## src/rtl/instr_encoder.sv

```systemverilog
// -----------------------------------------------------------------------------
// instr_encoder
//
// Packs decoded instruction field bundles into 16-bit instruction words and
// queues them for an instruction-memory writer.  Each word leaving the queue
// carries a program address that starts at 0 and advances by one per pop,
// wrapping at 12 bits.
//
// Word formats:
//   ADD/SUB/MUL/AND/OR : {op, src1, src2, dest}
//   JMP                : {4'h6, target}
//   NOP                : 16'h0000
//   op 7..15           : illegal; the bundle is consumed and dropped, and
//                        err_illegal pulses for one cycle afterwards.
//
// Configuration macro:
//   INSTR_ENCODER_NOP_STRIP_EN  when defined, NOP bundles are consumed and
//                               dropped (no word, no address, no error).
//
// Parameters:
//   DEPTH        queue depth in entries (power of two, 2..16)
//
// Ports:
//   clk          rising-edge clock
//   rst          asynchronous active-high reset
//   in_valid     input bundle present
//   in_ready     encoder can accept a bundle this cycle
//   in_op        opcode
//   in_src1/2    source register indices
//   in_dest      destination register index
//   in_target    jump target (JMP only)
//   flush        synchronous clear of the queue and the address counter
//   out_valid    queue head holds an encoded word
//   out_ready    downstream accepts the head word
//   out_instr    encoded word at the queue head (0 when empty)
//   out_addr     program address of out_instr
//   err_illegal  one-cycle pulse after an illegal opcode is consumed
//   level        current queue occupancy
// -----------------------------------------------------------------------------
module instr_encoder #(
  parameter int DEPTH = 4
) (
  input  logic                     clk,
  input  logic                     rst,
  input  logic                     in_valid,
  output logic                     in_ready,
  input  logic [3:0]               in_op,
  input  logic [3:0]               in_src1,
  input  logic [3:0]               in_src2,
  input  logic [3:0]               in_dest,
  input  logic [11:0]              in_target,
  input  logic                     flush,
  output logic                     out_valid,
  input  logic                     out_ready,
  output logic [15:0]              out_instr,
  output logic [11:0]              out_addr,
  output logic                     err_illegal,
  output logic [$clog2(DEPTH):0]   level
);

  localparam int AW = $clog2(DEPTH);
  localparam int LW = AW + 1;

  localparam logic [3:0] OP_NOP = 4'd0;
  localparam logic [3:0] OP_ADD = 4'd1;
  localparam logic [3:0] OP_SUB = 4'd2;
  localparam logic [3:0] OP_MUL = 4'd3;
  localparam logic [3:0] OP_AND = 4'd4;
  localparam logic [3:0] OP_OR  = 4'd5;
  localparam logic [3:0] OP_JMP = 4'd6;

  // Queue storage and bookkeeping
  logic [15:0]   mem_reg [DEPTH];
  logic [AW-1:0] wr_ptr_reg, wr_ptr_next;
  logic [AW-1:0] rd_ptr_reg, rd_ptr_next;
  logic [LW-1:0] count_reg,  count_next;
  logic [11:0]   addr_reg,   addr_next;
  logic          err_reg,    err_next;

  logic          full;
  logic          empty;
  logic          accept;
  logic          is_illegal;
  logic          is_nop;
  logic          push;
  logic          pop;
  logic [15:0]   enc_word;

  assign full  = (count_reg == LW'(DEPTH));
  assign empty = (count_reg == '0);

  // Held low during reset so nothing is taken while the queue is being cleared.
  // Full is judged on the registered count, so a pop in a full cycle never
  // opens a slot for a push in that same cycle.
  assign in_ready = !rst && !full && !flush;
  assign accept   = in_valid && in_ready;

  assign is_illegal = (in_op > OP_JMP);
  assign is_nop     = (in_op == OP_NOP);

`ifdef INSTR_ENCODER_NOP_STRIP_EN
  assign push = accept && !is_illegal && !is_nop;
`else
  assign push = accept && !is_illegal;
`endif

  // Flush wins over the output handshake: the head is discarded, not popped.
  assign pop = !empty && out_ready && !flush;

  // Word packing
  always_comb begin
    enc_word = 16'h0000;
    unique case (in_op)
      OP_ADD, OP_SUB, OP_MUL, OP_AND, OP_OR:
        enc_word = {in_op, in_src1, in_src2, in_dest};
      OP_JMP:
        enc_word = {OP_JMP, in_target};
      default:
        enc_word = 16'h0000;
    endcase
  end

  // Next-state logic
  always_comb begin
    wr_ptr_next = wr_ptr_reg;
    rd_ptr_next = rd_ptr_reg;
    count_next  = count_reg;
    addr_next   = addr_reg;
    err_next    = 1'b0;
    if (flush) begin
      wr_ptr_next = '0;
      rd_ptr_next = '0;
      count_next  = '0;
      addr_next   = 12'h000;
    end else begin
      err_next = accept && is_illegal;
      if (push) begin
        wr_ptr_next = wr_ptr_reg + AW'(1);
      end
      if (pop) begin
        rd_ptr_next = rd_ptr_reg + AW'(1);
        addr_next   = addr_reg + 12'd1;  // natural 12-bit wrap FFF -> 000
      end
      unique case ({push, pop})
        2'b10:   count_next = count_reg + LW'(1);
        2'b01:   count_next = count_reg - LW'(1);
        default: count_next = count_reg;
      endcase
    end
  end

  // Control state
  always_ff @(posedge clk or posedge rst) begin
    if (rst) begin
      wr_ptr_reg <= '0;
      rd_ptr_reg <= '0;
      count_reg  <= '0;
      addr_reg   <= 12'h000;
      err_reg    <= 1'b0;
    end else begin
      wr_ptr_reg <= wr_ptr_next;
      rd_ptr_reg <= rd_ptr_next;
      count_reg  <= count_next;
      addr_reg   <= addr_next;
      err_reg    <= err_next;
    end
  end

  // Storage has no reset: its contents are only visible through the head
  // when count_reg is non-zero, and count_reg is cleared by rst and flush.
  always_ff @(posedge clk) begin
    if (push) begin
      mem_reg[wr_ptr_reg] <= enc_word;
    end
  end

  assign out_valid   = !empty;
  assign out_instr   = empty ? 16'h0000 : mem_reg[rd_ptr_reg];
  assign out_addr    = addr_reg;
  assign err_illegal = err_reg;
  assign level       = count_reg;

endmodule

```

## config.mk

```make
export PLATFORM = sky130hd
export DESIGN_NAME = instr_encoder
export DESIGN_NICKNAME = d
export VERILOG_FILES = /design/src/rtl/instr_encoder.sv
export SDC_FILE = /design/constraint.sdc
export NUM_CORES = 1
export LEC_CHECK = 0
export ABC_AREA = 1
export BUFFER_PORTS_ARGS = -buffer_cell sky130_fd_sc_hd__buf_2
export CORE_MARGIN = 2
export CORE_UTILIZATION = 40
export DETAILED_ROUTE_END_ITERATION = 16
export MAX_ROUTING_LAYER = met4
export PLACE_DENSITY = 0.59
export SLEW_MARGIN = 10
export SYNTH_ARGS = -nofsm -noshare
export SYNTH_HDL_FRONTEND = slang
export SYNTH_SLANG_ARGS = --single-unit
```

## constraint.sdc

```tcl
create_clock -name clk -period 2.6 [get_ports clk]
set_input_delay 0.52 -clock clk [delete_from_list [all_inputs] [get_ports clk]]
set_output_delay 0.52 -clock clk [all_outputs]
set_load 0.05 [all_outputs]
```

==> flow_metrics.env <==
export IMPL_finalSetupViolations=0
export IMPL_grt_usage=0.171
export IMPL_drcViolationCount=0
export IMPL_worst_setup_path_end_kind="primary output"
export IMPL_place_gp_congestion=0.808
export IMPL_netlist_instances=402
export IMPL_worst_r2r_setup_slack_ns=0.63
export IMPL_cp_required_ns=2.08
export IMPL_dieArea_um2=10700
export IMPL_drive_gt1_frac=0.237
export IMPL_syn_to_final_growth_pct=19.3
export IMPL_period_share=0.913
export IMPL_gr_total_overflow=0
export IMPL_cts_resized=0
export IMPL_drt_initial_drc_count=125
export IMPL_clkPwrFrac=0.342
export IMPL_synth_seq_area_share=0.610
export IMPL_fill_cells=927
export IMPL_cts_made_buffers=9
export IMPL_path_clk_slew_ns=0.09
export IMPL_fin_skew_ns=0.00612
export IMPL_setup_slack_ns=0.225
export IMPL_clockBufferDepth=2
export IMPL_routedWlPerCell_um=13.6
export IMPL_routed_wl_mm=8.47
export IMPL_max_freq_ghz=0.421
export IMPL_final_min_clock_period_ns=2.37
export IMPL_maxSlewViolCount=0
export IMPL_hold_viol_final=0
export IMPL_critPathLaunchType="flop"
export IMPL_core_area_um2=9730
export IMPL_htree_levels=3
export IMPL_layout_commonest_cell="nor2_1"
export IMPL_n_antenna_cell=0
export IMPL_nNetsFinal=523
export IMPL_p_leak_nw=2.06
export IMPL_critPathKind="reg -> out"
export IMPL_cts_sinks=84
export IMPL_dp_hpwl_mm=5.77
export IMPL_die_y_um=104
export IMPL_worstPathArrival_ns=1.85
export IMPL_postCtsSetupRepairBufs=0
export IMPL_swShare=0.246
export IMPL_cts_tree="done"
export IMPL_antenna_found_initial=0
export IMPL_powerDensity_nw_per_um2=551
export IMPL_hold_buffers=0
export IMPL_switchingPower_w=0.000642
export IMPL_internal_power_w=0.00197
export IMPL_drt_first_pass_iters=4
export IMPL_dpl_instance_area_um2=4550
export IMPL_grt_max_degree=34
export IMPL_ios=67
export IMPL_clk_latency_ns=0.34
export IMPL_rsz0062_at_grt="no"
export IMPL_yosys_warnings=0
export IMPL_postRouteAntennaNets=0
export IMPL_largest_reg_flops=64
export IMPL_netlist_area_um2=3970
export IMPL_avgSynthCellArea_um2=9.89
export IMPL_via_per_inst=4.68
export IMPL_rows=36
export IMPL_outcome="finished clean"
export IMPL_final_area_um2=4740
export IMPL_cts_root_buf="clkbuf_8"
export IMPL_crit_fanout=18
export IMPL_hold_path_class="in -> async"
export IMPL_io_buffers=66
export IMPL_place_ws_ns=0.440
export IMPL_grt_pass1_vias=2797
export IMPL_yosysUniqueCellTypes=36
export IMPL_grt_pass1_wl_mm=14.0
export IMPL_fp_dieW_um=104
export IMPL_ir_drop_mv=0.301
export IMPL_vias=2912
export IMPL_final_cell_mix="83 x nor2_1, 66 x buf_2, 64 x edfxtp_1, 55 x nand2_1, 53 x o21ai_0"
export IMPL_start_util=0.408
export IMPL_cap_violations=0
export IMPL_pwr_share_comb=0.097
export IMPL_synth_seq_cells=84
export IMPL_p_seq_frac=0.561
-- synth_stat cells --
master | instances | area [µm²]
fa_1 | 1 | 20.0
nor3_1 | 4 | 20.0
o21bai_1 | 1 | 7.51
conb_1 | 1 | 3.75
a2bb2oi_1 | 1 | 8.76
nand3_4 | 1 | 17.5
a21oi_2 | 2 | 17.5
buf_2 | 8 | 40.0
o21ai_1 | 1 | 5.00
edfxtp_1 | 64 | 1920
a21oi_1 | 22 | 110
nand4_2 | 1 | 12.5
ha_1 | 5 | 62.6
nor2_1 | 83 | 312
nand4_1 | 7 | 43.8
inv_1 | 38 | 143
o22ai_1 | 1 | 6.26
nand2_8 | 2 | 40.0
nand2_1 | 55 | 206
inv_2 | 2 | 7.51
nor2_8 | 1 | 20.0
o21ai_0 | 53 | 265
nand2_4 | 1 | 11.3
inv_4 | 1 | 6.26
nand3_1 | 8 | 40.0
xor2_1 | 1 | 8.76
nor2_2 | 3 | 18.8
bufinv_8 | 1 | 17.5
dfrtp_1 | 20 | 500
nand2_2 | 3 | 18.8
nor3_2 | 1 | 10.0
and3_1 | 1 | 6.26
clkbuf_1 | 5 | 18.8
buf_4 | 1 | 7.51
nand3b_1 | 1 | 7.51
nor2_4 | 1 | 11.3
-- layout make-up --
class,count,area (µm²),area share
multi-input combinational,265,1320,0.279
sequential,84,2420,0.511
timing repair buffer,82,463,0.0977
tap,133,166,0.0351
clock inverter,7,67.6,0.0143
clock buffer,9,124,0.0261
inverter,42,174,0.0367
-- worst max-delay path, cell delays in order (launching register included) --
cell and delay, ns:
dfrtp_1 0.33, buf_4 0.25, inv_2 0.21, nor2_1 0.14, o21ai_0 0.08, a21oi_1 0.19, buf_2 0.30
-- power by group through the flow --
stage          combinational, W  sequential, W  clock, W
2_1_floorplan          0.000160        0.00150         0
3_3_place_gp           0.000251        0.00150         0
3_5_place_dp           0.000255        0.00150         0
4_1_cts                0.000256        0.00147  0.000923
5_1_grt                0.000280        0.00147  0.000972
6_report               0.000252        0.00147  0.000894
-- per-layer routing --
metal	track usage	vias up	wire length (µm)
met4	0.0579	0	95
met5	-	-	0
met2	0.271	62	4040
met1	0.226	1328	4000
li1	-	1509	-
met3	0.0289	13	325
-- cell families after synthesis --
group                      after synthesis  share of synthesized area
and+or+nand+nor                        173                      0.200
DFF                                     84                      0.610
AOI/OAI and AO/OA                       81                      0.106
buffers and inverters                   56                     0.0605
adders and majority gates                6                     0.0208
xor gates and xnor gates                 1                    0.00220
other                                    1                   0.000944
-- final timing paths --
| check | startpoint | endpoint | cells after the start |
|---|---|---|---|
| min | rst | out_addr[10] | 3 |
| min reg2reg | out_addr[3] | out_addr[3] | 1 |
| max reg2reg | level[0] | level[2] | 13 |
| min in group clk | flush | out_addr[6] | 2 |
| max in group asynchronous | rst | wr_ptr_reg[1] | 3 |
| max | rd_ptr_reg[1] | out_instr[14] | 6 |
-- metrics by stage --
step / util / setup TNS (ns) / power (W) / std cells / hold slack [ns]
final: 0.487 / 0 / 0.00261 / 622 / 0.245
after global routing: 0.487 / 0 / 0.00272 / 622 / 0.268
after CTS: 0.487 / 0 / 0.00264 / 622 / 0.236
after detailed placement: 0.467 / 0 / 0.00175 / 606 / 0.499
after global placement: 0.467 / 0 / 0.00175 / 606 / 0.499
after floorplan: - / -0.434 / 0.00166 / 405 / 0.492
No activity file was read; power rests on OpenSTA's default activity.
